$ cat config.mk
export PLATFORM = sky130hd
export DESIGN_NAME = gol_sequencer
export DESIGN_NICKNAME = d
export VERILOG_FILES = /design/src/rtl/gol_pkg.sv /design/src/rtl/gol_tick_gen.sv /design/src/rtl/gol_sequencer.sv
export SDC_FILE = /design/constraint.sdc
export NUM_CORES = 1
export LEC_CHECK = 0
export BUFFER_PORTS_ARGS = -buffer_cell sky130_fd_sc_hd__buf_2
export CAP_MARGIN = 20
export CORE_UTILIZATION = 30
export DETAILED_ROUTE_END_ITERATION = 8
export PLACE_DENSITY = 0.58
export SYNTH_ARGS = -nofsm -noshare
export SYNTH_HDL_FRONTEND = slang
export SYNTH_SLANG_ARGS = --single-unit
$ cat constraint.sdc
create_clock -name clk -period 5.1 [get_ports clk]
set_input_delay 0.255 -clock clk [delete_from_list [all_inputs] [get_ports clk]]
set_output_delay 0.255 -clock clk [all_outputs]
set_load 0.005 [all_outputs]
$ cat src/rtl/gol_pkg.sv
`default_nettype none
// +----------------------------------------------------------------------------+
// | gol_pkg: shared types and constants for the 8x8 Game of Life blocks        |
// | Rev 1.0                                                                    |
// +----------------------------------------------------------------------------+
package gol_pkg;

    typedef enum logic [1:0] {
        IDLE = 2'd0,
        RUN  = 2'd1,
        HALT = 2'd2
    } gol_state_t;

    localparam int GRID_W = 64;
    localparam logic [GRID_W-1:0] DEFAULT_SEED = 64'h4020_E000_0000_0000;

endpackage
`default_nettype wire

$ cat src/rtl/gol_tick_gen.sv
`default_nettype none
// +----------------------------------------------------------------------------+
// | gol_tick_gen: generation-rate divider, pulses tick on terminal count       |
// | Rev 1.0                                                                    |
// +----------------------------------------------------------------------------+
module gol_tick_gen #(
    parameter int TICK_DIV = 4
) (
    input  logic clk,
    input  logic start_n,
    input  logic clr,
    input  logic en,
    output logic tick
);

    localparam int               c_cnt_w = $clog2(TICK_DIV + 1);
    localparam logic [c_cnt_w-1:0] c_last = c_cnt_w'(TICK_DIV - 1);

    logic [c_cnt_w-1:0] r_cnt;

    always_ff @(posedge clk or negedge start_n) begin
        if (!start_n) begin
            r_cnt <= '0;
        end else if (clr) begin
            r_cnt <= '0;
        end else if (en) begin
            r_cnt <= (r_cnt == c_last) ? '0 : r_cnt + c_cnt_w'(1);
        end
    end

    assign tick = en && !clr && (r_cnt == c_last);

endmodule
`default_nettype wire

$ cat src/rtl/gol_sequencer.sv
`default_nettype none
// +----------------------------------------------------------------------------+
// | gol_sequencer: owns the current grid and commits generations from the      |
// | datapath on step, at the run rate, or replaces the grid on load. Rev 1.0   |
// +----------------------------------------------------------------------------+
module gol_sequencer
    import gol_pkg::*;
#(
    parameter int                GRID_W   = 64,
    parameter int                GEN_W    = 16,
    parameter int                TICK_DIV = 25_000_000,
    parameter logic [GRID_W-1:0] SEED     = DEFAULT_SEED
) (
    input  logic              clk,
    input  logic              start_n,
    input  logic              load,
    input  logic [GRID_W-1:0] seed_in,
    input  logic              run,
    input  logic              step,
    input  logic [GRID_W-1:0] next_grid,
    output logic [GRID_W-1:0] cur_grid,
    output logic [GEN_W-1:0]  gen_count,
    output logic              gen_tick,
    output logic              stable,
    output gol_state_t        state
);

    logic             w_tick_en;
    logic             w_tick_clr;
    logic             w_tick;
    logic             w_commit;
    logic             w_same;
    logic [GEN_W-1:0] w_gen_inc;
    logic             w_sat;

    // The divider only advances while actually running; anything else parks it at zero.
    assign w_tick_en  = (state == RUN) && run;
    assign w_tick_clr = load || !w_tick_en;

    gol_tick_gen #(
        .TICK_DIV (TICK_DIV)
    ) u_tick_gen (
        .clk     (clk),
        .start_n (start_n),
        .clr     (w_tick_clr),
        .en      (w_tick_en),
        .tick    (w_tick)
    );

    assign w_commit  = !load && (((state == IDLE) && step) || w_tick);
    assign w_same    = (next_grid == cur_grid);
    assign w_gen_inc = gen_count + GEN_W'(1);
    assign w_sat     = &w_gen_inc;

    always_ff @(posedge clk or negedge start_n) begin
        if (!start_n) begin
            cur_grid  <= SEED;
            gen_count <= '0;
            gen_tick  <= 1'b0;
            stable    <= 1'b0;
            state     <= IDLE;
        end else begin
            gen_tick <= 1'b0;
            if (load) begin
                cur_grid  <= seed_in;
                gen_count <= '0;
                stable    <= 1'b0;
                state     <= IDLE;
            end else begin
                case (state)
                    IDLE:    if (run)  state <= RUN;
                    RUN:     if (!run) state <= IDLE;
                    HALT:    ;
                    default: state <= IDLE;
                endcase
                // A halting commit overrides the run/idle transition above.
                if (w_commit) begin
                    if (w_same) begin
                        stable <= 1'b1;
                        state  <= HALT;
                    end else begin
                        cur_grid  <= next_grid;
                        gen_count <= w_gen_inc;
                        gen_tick  <= 1'b1;
                        if (w_sat) state <= HALT;
                    end
                end
            end
        end
    end

endmodule
`default_nettype wire

==> impl_results.html <==
<table>
<tr><th>Metric</th><th>Value</th></tr>
<tr><th colspan="2">Route</th></tr>
<tr><td>Remaining routing DRC violations</td><td>0</td></tr>
<tr><td>Number of detailed-routing iterations run before antenna repair</td><td>6</td></tr>
<tr><td>Initial DRC Count</td><td>about 430</td></tr>
<tr><td>Total routed wirelength</td><td>approximately 22 mm</td></tr>
<tr><td>Count of vias placed by the detailed router</td><td>6576</td></tr>
<tr><td>Vias per std cell</td><td>slightly above 5</td></tr>
<tr><td>DR WL/cell</td><td>~17 microns</td></tr>
<tr><td>Remaining antenna violation count</td><td>0</td></tr>
<tr><th colspan="2">Worst setup path</th></tr>
<tr><td>Slowest stage delay, CP</td><td>0.54 ns</td></tr>
<tr><td>CP startpoint kind</td><td>flip-flop</td></tr>
<tr><td>Cells along the critical path</td><td>nor4bb_1, nand4_1, or4_4, and2_4, buf_4, or4b_1, nand3_1</td></tr>
<tr><td>Endpoint arrival time on the critical path</td><td>roughly 3.3 ns</td></tr>
<tr><td>Library cell contributing the largest single delay on the critical path</td><td>or4b_1</td></tr>
<tr><td>Capture point of the worst reg-to-reg path</td><td>cur_grid[63]</td></tr>
<tr><td>Category of the worst setup path capture point</td><td>flip-flop</td></tr>
<tr><td>Category of the most critical setup path</td><td>flip-flop to flip-flop</td></tr>
<tr><td>Crit Reg-Reg Startpoint</td><td>u_tick_gen.r_cnt[15]</td></tr>
<tr><td>R2r setup slk</td><td>~2.1 ns</td></tr>
<tr><td>Timing startpoint of the critical path</td><td>u_tick_gen.r_cnt[15]</td></tr>
<tr><td>CP Data Required Time</td><td>5.39 ns</td></tr>
<tr><td>Number of cells traversed by the worst register-to-register path</td><td>7</td></tr>
<tr><td>Highest net fanout along the worst path</td><td>~80</td></tr>
<tr><th colspan="2">Min path</th></tr>
<tr><td>Type of the tightest min-delay check</td><td>input pin to async pin</td></tr>
<tr><th colspan="2">Synthesis</th></tr>
<tr><td>Proportion of synthesized flip-flops having asynchronous set or reset</td><td>100%</td></tr>
<tr><td>Avg Cell Area, Syn</td><td>9.03 sq um</td></tr>
<tr><td>Combined area of all synthesized cells</td><td>~7000 sq um</td></tr>
<tr><td>Cell variety after synth</td><td>roughly 40</td></tr>
<tr><td>Post-synth top flop</td><td>dfrtp_1</td></tr>
<tr><td>Cell count after synthesis</td><td>about 780</td></tr>
<tr><td>Warnings from Yosys</td><td>0</td></tr>
<tr><td>Number of synthesized flops with an enable pin</td><td>0</td></tr>
<tr><td>FF+latch count, synth</td><td>approximately 110</td></tr>
<tr><td>Portion of the post-synthesis area used by sequential elements</td><td>a little under 40%</td></tr>
<tr><td>Syn nets</td><td>approximately 910</td></tr>
<tr><th colspan="2">Timing</th></tr>
<tr><td>Achievable frequency</td><td>336 MHz</td></tr>
<tr><td>Final setup skew</td><td>~0.014 ns</td></tr>
<tr><td>Max-Slew Margin vs Limit</td><td>36.4%</td></tr>
<tr><td>Worst-Margin Slew</td><td>between 0.9 and 1 ns</td></tr>
<tr><td>Final total negative setup slack</td><td>0 ns</td></tr>
<tr><td>Final clock period utilization by the worst path</td><td>roughly three fifths</td></tr>
<tr><td>Number of failing setup endpoints in the final timing report</td><td>0</td></tr>
<tr><td>Fin worst setup slack</td><td>approximately 2.1 ns</td></tr>
<tr><td>Min Tclk post-route</td><td>2.98 ns</td></tr>
<tr><td>RSZ-0062 raised after global routing</td><td>false</td></tr>
<tr><td>Final hold slack</td><td>-0.0185 ns</td></tr>
<tr><td>Final count of hold timing violations</td><td>6</td></tr>
<tr><td>Max-slew violation count</td><td>0</td></tr>
<tr><th colspan="2">Clock network</th></tr>
<tr><td>CTS tree</td><td>done</td></tr>
<tr><td>Number of clock buffers inserted by TritonCTS</td><td>9</td></tr>
<tr><td>Maximum clock insertion buffer count</td><td>2</td></tr>
<tr><td>Resized cells post-CTS</td><td>0</td></tr>
<tr><td>Htree depth</td><td>3</td></tr>
<tr><td>Post-CTS Setup Bufs</td><td>0</td></tr>
<tr><td>Clock edge transition at the registers on the reported setup and hold paths</td><td>approximately 0.080 ns</td></tr>
<tr><td>Clock net sink count</td><td>~110</td></tr>
<tr><td>Root buffer cell</td><td>clkbuf_16</td></tr>
<tr><td>Hold-fix buffer count after cts</td><td>0</td></tr>
<tr><td>Clk Latency, worst-skew pair</td><td>0.36 ns</td></tr>
<tr><th colspan="2">Global routing</th></tr>
<tr><td>Global-route wire length before repair</td><td>approximately 34 mm</td></tr>
<tr><td>Vias in the first global route</td><td>just over 6000</td></tr>
<tr><td>Pin count of the biggest net entering global routing</td><td>157</td></tr>
<tr><td>Initial antenna violation count</td><td>4</td></tr>
<tr><td>Tot GR Track Use</td><td>a little under a fifth</td></tr>
<tr><td>Global-route congestion overflow total</td><td>0</td></tr>
<tr><th colspan="2">Final layout</th></tr>
<tr><td>Area of the multi-input gates</td><td>slightly above 4000 sq um</td></tr>
<tr><td>Number of fill cells</td><td>~2300</td></tr>
<tr><td>Layout area overhead</td><td>22.5%</td></tr>
<tr><td>Top library cells by usage in the layout, fill and taps aside</td><td>buf_2 (214), dfrtp_1 (104), nand3_1 (81), nand2_1 (77), xor2_1 (75)</td></tr>
<tr><td>Leading cell type in the layout, fill and taps excluded</td><td>buf_2</td></tr>
<tr><td>Final non-filler cell total</td><td>~1300</td></tr>
<tr><td>Footprint of the flip-flops and latches</td><td>around 2700 sq um</td></tr>
<tr><td>Post-layout utilization of the core</td><td>between 30% and 40%</td></tr>
<tr><td>Net count of the finished layout</td><td>between 1000 and 1500</td></tr>
<tr><td>Layout cells sized above 1</td><td>between 20 and 30%</td></tr>
<tr><th colspan="2">Run</th></tr>
<tr><td>Total of max-cap violations</td><td>0</td></tr>
<tr><th colspan="2">Power</th></tr>
<tr><td>Worst supply voltage drop on vdd</td><td>~0.12 mV</td></tr>
<tr><td>Reported leakage power</td><td>3.81 nW</td></tr>
<tr><td>Power per Cell Area</td><td>249 nW/um^2</td></tr>
<tr><th colspan="2">Die</th></tr>
<tr><td>Num ports</td><td>217</td></tr>
<tr><td>Area enclosed by the die boundary</td><td>roughly 24000 sq um</td></tr>
<tr><td>Site Rows</td><td>55</td></tr>
<tr><td>Die outline height</td><td>about 160 microns</td></tr>
<tr><td>Starting density of the core</td><td>30.8%</td></tr>
<tr><td>DIE WIDTH</td><td>approximately 160 microns</td></tr>
<tr><td>Core area</td><td>22800 sq um</td></tr>
<tr><th colspan="2">Placement</th></tr>
<tr><td>Number of port buffers</td><td>roughly 220</td></tr>
<tr><td>Pre-CTS WS</td><td>approximately 2.0 ns</td></tr>
<tr><td>Number of placed cells counting well taps</td><td>between 1000 and 1500</td></tr>
<tr><td>Final weighted congestion in routability-driven placement</td><td>approximately 0.80</td></tr>
<tr><td>Total half-perimeter wirelength after legalization and detailed placement</td><td>between 15 and 20 mm</td></tr>
<tr><th colspan="2">Outcome</th></tr>
<tr><td>Failing checks</td><td>negative hold slack</td></tr>
<tr><td>Result of the run</td><td>finished with violations</td></tr>
</table>
## metal layers
metal | GRT usage (%) | share of wire [%] | up-vias
li1 | - | - | 3185
met1 | 24.9 | 45 | 3156
met2 | 29.7 | 47 | 209
met3 | 2.87 | 5.4 | 26
met4 | 7.40 | 2.0 | 0
met5 | 0 | 0 | -
## cells in the mapped netlist, types with 6 or more instances
cell	n	area, sq um
a21oi_1	15	75.1
a22oi_1	64	480
and3_1	10	62.6
buf_2	9	45.0
clkbuf_1	50	188
dfrtp_1	104	2600
mux2_2	7	78.8
nand2_1	77	289
nand3_1	81	405
nand4_1	10	62.6
nor2_1	37	139
nor2b_1	71	444
nor3_1	6	30.0
nor4_1	23	144
o31ai_1	8	60.1
or4_1	9	67.6
or4b_1	64	641
xnor2_1	13	114
xor2_1	75	657
## flip-flops by register name (all words and copies together), names as in the netlist
signal,cells
cur_grid,64
state,2
gen_tick,1
gen_count,16
stable,1
u_tick_gen.r_cnt,25
## power by group
group | leakage [nW] | internal, W | switching, W | total [W]
Combinational | 2.28 | 0.000190 | 0.000236 | 0.000425
Clock | 0.143 | 0.000394 | 0.000340 | 0.000735
Sequential | 1.39 | 0.000923 | 0.0000561 | 0.000980
Total | 3.81 | 0.00151 | 0.000632 | 0.00214
## through the flow
| step | area [sq um] | power (W) |
|---|---|---|
| after floorplan | 7030 | 0.00120 |
| after global placement | 8300 | 0.00142 |
| after detailed placement | 8300 | 0.00143 |
| after CTS | 8600 | 0.00217 |
| after global routing | 8610 | 0.00225 |
| final | 8610 | 0.00214 |
## area by class of cell
class	count	area share (%)
antenna	4	0.116
clock buffer	12	2.86
clock inverter	4	0.552
inverter	5	0.218
multi-input combinational	602	46.7
sequential	109	31.8
tap	313	4.55
timing repair buffer	221	13.2
## cell families after synthesis
kind of cell             after synthesis  synth area share, %
AO/OA/AOI/OAI                         94                 9.40
XOR/XNOR                              88                 11.0
adder cells (fa/ha/maj)                3                0.534
buffers and inverters                 67                 3.97
flip-flops                           109                 38.9
multiplexers                           7                 1.12
AND/OR/NAND/NOR                      410                 35.1
## worst max-delay path, delay by kind of cell, from the launching register on
kind | cells | cell delay (ns)
buffers and inverters | 1 | 0.39
DFF | 1 | 0.42
and+or+nand+nor | 6 | 2.04
## worst max-delay path by stage
stage | end | slack [ns] | cells after the start
final | cur_grid[63] | 2.12 | 7
after global routing | cur_grid[61] | 1.95 | 7
after CTS | cur_grid[50] | 2.15 | 7
after detailed placement | cur_grid[52] | 1.97 | 8
after global placement | cur_grid[52] | 2.05 | 8
after floorplan | gen_count[14] | 2.68 | 8
Power figures use the tool's default switching activity.
